**config.mk**
```make
export PLATFORM = sky130hd
export DESIGN_NAME = bp_mem_arbiter
export DESIGN_NICKNAME = d
export VERILOG_FILES = /design/src/rtl/bp_mem_arbiter.sv
export SDC_FILE = /design/constraint.sdc
export NUM_CORES = 1
export LEC_CHECK = 0
export ABC_AREA = 1
export CORE_MARGIN = 2
export CORE_UTILIZATION = 30
export CTS_CLUSTER_DIAMETER = 60
export DETAILED_ROUTE_END_ITERATION = 10
export PLACE_DENSITY = 0.72
export SETUP_SLACK_MARGIN = 0.4
export SYNTH_ARGS = -nofsm -noshare
export SYNTH_HDL_FRONTEND = slang
export SYNTH_SLANG_ARGS = --single-unit
```
**constraint.sdc**
```tcl
create_clock -name clk_i -period 5.7 [get_ports clk_i]
set_input_delay 1.14 -clock clk_i [delete_from_list [all_inputs] [get_ports clk_i]]
set_output_delay 1.14 -clock clk_i [all_outputs]
set_load 0.02 [all_outputs]
```
**src/rtl/bp_mem_arbiter.sv**
```systemverilog
// Shares one bp_mem command/response port pair among num_req_p requesters.
// Build option: define BP_MEM_ARB_RR_EN for round-robin grant, otherwise fixed priority (lowest index wins).
module bp_mem_arbiter #(
  parameter int num_req_p     = 2,
  parameter int cmd_width_p   = 8,
  parameter int resp_width_p  = 8,
  parameter int outstanding_p = 4,
  localparam int idx_w        = (num_req_p > 1) ? $clog2(num_req_p) : 1,
  localparam int cnt_w        = $clog2(outstanding_p + 1)
) (
  input  logic                           clk_i,
  input  logic                           reset_n_i,

  input  logic [num_req_p*cmd_width_p-1:0] req_cmd_i,
  input  logic [num_req_p-1:0]           req_v_i,
  output logic [num_req_p-1:0]           req_yumi_o,

  output logic [cmd_width_p-1:0]         mem_cmd_o,
  output logic                           mem_cmd_v_o,
  input  logic                           mem_cmd_yumi_i,

  input  logic [resp_width_p-1:0]        mem_resp_i,
  input  logic                           mem_resp_v_i,
  output logic                           mem_resp_ready_o,

  output logic [resp_width_p-1:0]        resp_o,
  output logic [num_req_p-1:0]           resp_v_o,
  input  logic [num_req_p-1:0]           resp_ready_i,

  output logic [cnt_w-1:0]               outstanding_o,
  output logic                           err_o
);

  // Handshakes: the command channel is valid/yumi (yumi only while valid, the
  // transfer happens on that edge); the response channel is valid/ready
  // (transfer on any edge where both are high; valid never waits on ready).

  localparam int ptr_w = $clog2(outstanding_p);

  logic [idx_w-1:0] tags_q [outstanding_p];
  logic [ptr_w-1:0] wr_ptr_q, rd_ptr_q;
  logic [cnt_w-1:0] count_q;
  logic             err_q;

  logic             full, empty;
  logic             any_v;
  logic [idx_w-1:0] winner;
  logic [idx_w-1:0] owner;
  logic             push, pop;

  assign full  = (count_q == cnt_w'(outstanding_p));
  assign empty = (count_q == '0);
  assign any_v = |req_v_i;

`ifdef BP_MEM_ARB_RR_EN
  logic [idx_w-1:0] last_q;
  int               cand;
  logic             found;

  // Search begins just past the last pushed winner, wrapping around.
  always_comb begin
    winner = '0;
    cand   = 0;
    found  = 1'b0;
    for (int k = 0; k < num_req_p; k++) begin
      cand = (int'(last_q) + 1 + k) % num_req_p;
      if (!found && req_v_i[cand]) begin
        winner = idx_w'(cand);
        found  = 1'b1;
      end
    end
  end

  always_ff @(posedge clk_i or negedge reset_n_i) begin
    if (!reset_n_i) begin
      last_q <= idx_w'(num_req_p - 1);
    end else if (push) begin
      last_q <= winner;
    end
  end
`else
  always_comb begin
    winner = '0;
    for (int i = num_req_p - 1; i >= 0; i--) begin
      if (req_v_i[i]) winner = idx_w'(i);
    end
  end
`endif

  // Full uses registered occupancy so yumi never feeds back into valid.
  assign mem_cmd_v_o = any_v & ~full;
  assign mem_cmd_o   = any_v ? req_cmd_i[int'(winner)*cmd_width_p +: cmd_width_p]
                             : '0;
  assign push        = mem_cmd_v_o & mem_cmd_yumi_i;

  always_comb begin
    req_yumi_o         = '0;
    req_yumi_o[winner] = push;
  end

  assign owner            = tags_q[rd_ptr_q];
  assign mem_resp_ready_o = ~empty & resp_ready_i[owner];
  assign pop              = mem_resp_v_i & mem_resp_ready_o;
  assign resp_o           = mem_resp_i;

  always_comb begin
    resp_v_o        = '0;
    resp_v_o[owner] = mem_resp_v_i & ~empty;
  end

  // Tag storage needs no reset: entries are only read while occupancy > 0.
  always_ff @(posedge clk_i) begin
    if (push) tags_q[wr_ptr_q] <= winner;
  end

  always_ff @(posedge clk_i or negedge reset_n_i) begin
    if (!reset_n_i) begin
      wr_ptr_q <= '0;
      rd_ptr_q <= '0;
      count_q  <= '0;
      err_q    <= 1'b0;
    end else begin
      if (push) wr_ptr_q <= wr_ptr_q + 1'b1;
      if (pop)  rd_ptr_q <= rd_ptr_q + 1'b1;
      case ({push, pop})
        2'b10:   count_q <= count_q + 1'b1;
        2'b01:   count_q <= count_q - 1'b1;
        default: count_q <= count_q;
      endcase
      // A response with no recorded owner can only be a protocol error.
      if (mem_resp_v_i & empty) err_q <= 1'b1;
    end
  end

  assign outstanding_o = count_q;
  assign err_o         = err_q;

endmodule

```
==> run_summary.xml <==
<?xml version="1.0" encoding="UTF-8"?>
<metrics>
  <group name="timing">
    <metric name="finish_stage_setup_viols" unit="">0</metric>
    <metric name="timing.final.hold_violations" unit="">0</metric>
    <metric name="unrepaired_setup_endpoints_after_global_routing" unit="">false</metric>
    <metric name="period_needed" unit="ps">4060</metric>
    <metric name="final_max_slew_viol_count" unit="">0</metric>
    <metric name="final_critical_path_share_of_the_clock_period" unit="">0.712</metric>
    <metric name="worst_hold_slack" unit="ps">456</metric>
    <metric name="measured_slew_at_the_worst_slew_check_pin" unit="ps">423</metric>
    <metric name="timing.max_slew.rel_slack" unit="">0.716</metric>
    <metric name="fin_tns_setup" unit="ps">0</metric>
    <metric name="timing.fmax" unit="MHz">246</metric>
    <metric name="worst_clock_skew" unit="ps">3.14</metric>
  </group>
  <group name="yosys">
    <metric name="synth_enable_flop_cells" unit="">4</metric>
    <metric name="postSynthNetCount" unit="">137</metric>
    <metric name="synth_ff_type" unit="">sky130_fd_sc_hd__dfrtp_1</metric>
    <metric name="synth_top_cell_by_area" unit="">sky130_fd_sc_hd__dfrtp_1</metric>
    <metric name="synthesis.instances" unit="">99</metric>
    <metric name="syn_area_per_cell" unit="um2">8.82</metric>
    <metric name="synth_common_cells" unit="">sky130_fd_sc_hd__inv_1, sky130_fd_sc_hd__nand2_1, sky130_fd_sc_hd__buf_4, sky130_fd_sc_hd__nor2_1</metric>
    <metric name="synth_sequential_area_ratio" unit="">0.367</metric>
    <metric name="yosysWarnings" unit="">0</metric>
    <metric name="synth_most_common_cell" unit="">sky130_fd_sc_hd__inv_1</metric>
    <metric name="postSynthRegisterBits" unit="">12</metric>
    <metric name="netlist_top_cells_area" unit="">sky130_fd_sc_hd__dfrtp_1, sky130_fd_sc_hd__edfxtp_1, sky130_fd_sc_hd__a22o_1</metric>
    <metric name="synth.distinct_cells" unit="">22</metric>
    <metric name="syn_area" unit="um2">873</metric>
    <metric name="ys_async_sr_fraction" unit="">0.667</metric>
    <metric name="netlist.area_leader.share" unit="">0.229</metric>
  </group>
  <group name="global_route">
    <metric name="use_met1" unit="">0.125</metric>
    <metric name="grt_most_used_layer" unit="">met2</metric>
    <metric name="vias_in_the_first_global_route" unit="">803</metric>
    <metric name="grt.met2_usage" unit="">0.226</metric>
    <metric name="initial_antenna_violation_count" unit="">0</metric>
    <metric name="grt_pass1_wl" unit="mm">3.17</metric>
    <metric name="grt_overflow" unit="">0</metric>
    <metric name="grt_use_total" unit="">0.127</metric>
    <metric name="grt_use_met3" unit="">0.0424</metric>
    <metric name="pin_count_of_the_biggest_net_entering_global_routing" unit="">14</metric>
  </group>
  <group name="critical_path">
    <metric name="start_kind" unit="">primary input</metric>
    <metric name="r2r_setup_slack" unit="ps">3640</metric>
    <metric name="critical_path.max_fanout" unit="">10</metric>
    <metric name="arrival" unit="ps">2920</metric>
    <metric name="critPathRequiredTime" unit="ps">4560</metric>
    <metric name="critPathTopFamily" unit="">buffers and inverters</metric>
    <metric name="worst_path_most_repeated_cell" unit="">sky130_fd_sc_hd__clkdlybuf4s50_1</metric>
    <metric name="critPathMaxStageDelay" unit="ps">670</metric>
    <metric name="kind_of_capture_point_of_the_worst_setup_path" unit="">primary output</metric>
    <metric name="slowest_stage" unit="">sky130_fd_sc_hd__clkdlybuf4s50_1</metric>
    <metric name="crit_type" unit="">in2out</metric>
    <metric name="critPathBufInv" unit="">2</metric>
    <metric name="path_cells" unit="">clkdlybuf4s50_1 -&gt; nor2_2 -&gt; a31oi_4 -&gt; nand2_4 -&gt; nor2_1 -&gt; clkdlybuf4s50_1</metric>
  </group>
  <group name="clocking">
    <metric name="post_cts.resized_instances" unit="">0</metric>
    <metric name="clock_tree.htree_level_count" unit="">1</metric>
    <metric name="clk_pin_slew_worst_paths" unit="ps">70</metric>
    <metric name="cts_max_path_buffers" unit="">2</metric>
    <metric name="clk_root_buffer_cell" unit="">sky130_fd_sc_hd__clkbuf_4</metric>
    <metric name="holdBufCountCts" unit="">0</metric>
    <metric name="cts_inserted_buffers" unit="">3</metric>
    <metric name="cts_tree" unit="">built</metric>
    <metric name="cts.repair_timing.setup_buffer_count" unit="">0</metric>
    <metric name="clk_latency" unit="ps">280</metric>
    <metric name="cts_sinks" unit="">12</metric>
  </group>
  <group name="place">
    <metric name="globalplace.congestion" unit="">0.699</metric>
    <metric name="dp.cells" unit="">162</metric>
    <metric name="count_of_port_buffers_added_during_placement" unit="">41</metric>
    <metric name="hpwl" unit="mm">1.63</metric>
  </group>
  <group name="layout">
    <metric name="antenna-diode-count" unit="">0</metric>
    <metric name="layout.area.seq" unit="um2">320</metric>
    <metric name="multiInputGateArea" unit="um2">414</metric>
    <metric name="ratio_of_cells_with_drive_above_1_in_the_final_layout" unit="">0.126</metric>
    <metric name="nets" unit="">174</metric>
    <metric name="final.fill_count" unit="">278</metric>
    <metric name="final-instance-count-excl-fill" unit="">166</metric>
    <metric name="final_util" unit="">0.468</metric>
    <metric name="syn2layout_area_growth" unit="%">47.9</metric>
  </group>
  <group name="routing">
    <metric name="detail_route.first_pass.iterations" unit="">2</metric>
    <metric name="post_drt_wl_per_cell" unit="um">11.5</metric>
    <metric name="routed_wl" unit="mm">1.92</metric>
    <metric name="starting_drt_drc_count" unit="">9</metric>
    <metric name="routed-via-count" unit="">759</metric>
    <metric name="drc_violation_count_after_routing" unit="">0</metric>
    <metric name="drt-vias-per-instance" unit="">4.57</metric>
    <metric name="ant_nets" unit="">0</metric>
  </group>
  <group name="power_and_ir_drop">
    <metric name="vdd.ir_drop.worst" unit="mV">0.247</metric>
    <metric name="p_per_area" unit="nW/um2">396</metric>
    <metric name="p_leak" unit="nW">0.580</metric>
  </group>
  <group name="floorplanning">
    <metric name="boundaryPins" unit="">58</metric>
    <metric name="core" unit="um2">2760</metric>
    <metric name="die-height" unit="um">58.0</metric>
    <metric name="horizontal_extent_of_the_die" unit="um">58.0</metric>
    <metric name="floorplan.rows" unit="">19</metric>
    <metric name="die_area" unit="um2">3360</metric>
    <metric name="starting_density_of_the_core" unit="">0.317</metric>
  </group>
  <group name="run">
    <metric name="max-cap-violations" unit="">0</metric>
  </group>
  <group name="run_status">
    <metric name="outcome" unit="">complete, no violations</metric>
  </group>
  <group name="hold_path">
    <metric name="worst_hold_path_type" unit="">reg2reg</metric>
  </group>
</metrics>
==> power by group <==
group          switching [mW]  internal (mW)  leakage, nW
sequential             0.0335          0.121        0.129
clock                  0.0285         0.0389       0.0210
combinational           0.156          0.133        0.430
total                   0.218          0.293        0.580
==> layer usage <==
metal,part of all wire,routed length [um],vias to the layer above
met2,0.49,933,42
met1,0.36,682,331
met3,0.13,249,5
li1,-,-,381
met4,0.027,51,0
met5,0,0,-
==> final timing paths <==
kind,cells past startpoint,to,startpoint
max in group asynchronous,1,outstanding_o[1],reset_n_i
worst max register to register,13,outstanding_o[2],rd_ptr_q[0]
min in group asynchronous,1,wr_ptr_q[1],reset_n_i
worst min-delay path,1,err_o,err_o
worst max-delay path,6,req_yumi_o[0],req_v_i[0]
worst min register to register,1,err_o,err_o
==> placed cells by master (no fill, tap or decap) <==
cell                              instances
sky130_fd_sc_hd__nand3_1                  4
sky130_fd_sc_hd__clkbuf_8                 1
sky130_fd_sc_hd__a21oi_1                  3
sky130_fd_sc_hd__ha_1                     5
sky130_fd_sc_hd__a21o_1                   1
sky130_fd_sc_hd__a22o_1                   8
sky130_fd_sc_hd__nand2_1                 11
sky130_fd_sc_hd__nand3_2                  3
sky130_fd_sc_hd__inv_2                    3
sky130_fd_sc_hd__inv_1                   16
sky130_fd_sc_hd__xnor2_1                  2
sky130_fd_sc_hd__nor2_1                   9
sky130_fd_sc_hd__nand2_2                  3
sky130_fd_sc_hd__nor3_1                   1
sky130_fd_sc_hd__xor2_1                   2
sky130_fd_sc_hd__a31oi_4                  1
sky130_fd_sc_hd__edfxtp_1                 4
sky130_fd_sc_hd__clkdlybuf4s50_1         41
sky130_fd_sc_hd__o21ai_0                  2
sky130_fd_sc_hd__clkbuf_4                 3
sky130_fd_sc_hd__nand2_4                  1
sky130_fd_sc_hd__nor2_2                   2
sky130_fd_sc_hd__dfrtp_1                  8
sky130_fd_sc_hd__fa_1                     1
==> area by class of cell <==
type,instances,area share
Multi-Input combinational cell,59,0.321
Inverter,19,0.0552
Tap cell,31,0.0300
Sequential cell,12,0.248
Clock buffer,4,0.0281
Timing Repair Buffer,41,0.318
==> sequential cells by signal, indices dropped and copies added, names as in the netlist <==
register	count
tags_q	4
rd_ptr_q	2
err_o	1
outstanding_o	3
wr_ptr_q	2
==> stage by stage <==
| step | setup WS [ps] | total power [mW] | instance area [um2] |
|---|---|---|---|
| floorplan | 2560 | 0.348 | 873 |
| global route | 1520 | 0.559 | 1290 |
| CTS | 1630 | 0.519 | 1290 |
| global placement | 1690 | 0.441 | 1250 |
| finish | 1640 | 0.511 | 1290 |
| detailed placement | 1650 | 0.451 | 1250 |
==> logic make-up (layout without fill, tap and decap cells) <==
| logic type | Yosys count | count (layout) | share of synthesized area |
|---|---|---|---|
| xor+xnor | 4 | 4 | 0.0401 |
| buf+inv | 28 | 64 | 0.159 |
| simple gates | 34 | 34 | 0.198 |
| compound gates | 15 | 15 | 0.142 |
| flops | 12 | 12 | 0.367 |
| fa+ha+maj | 6 | 6 | 0.0946 |
(Power assumes the default switching activity.)
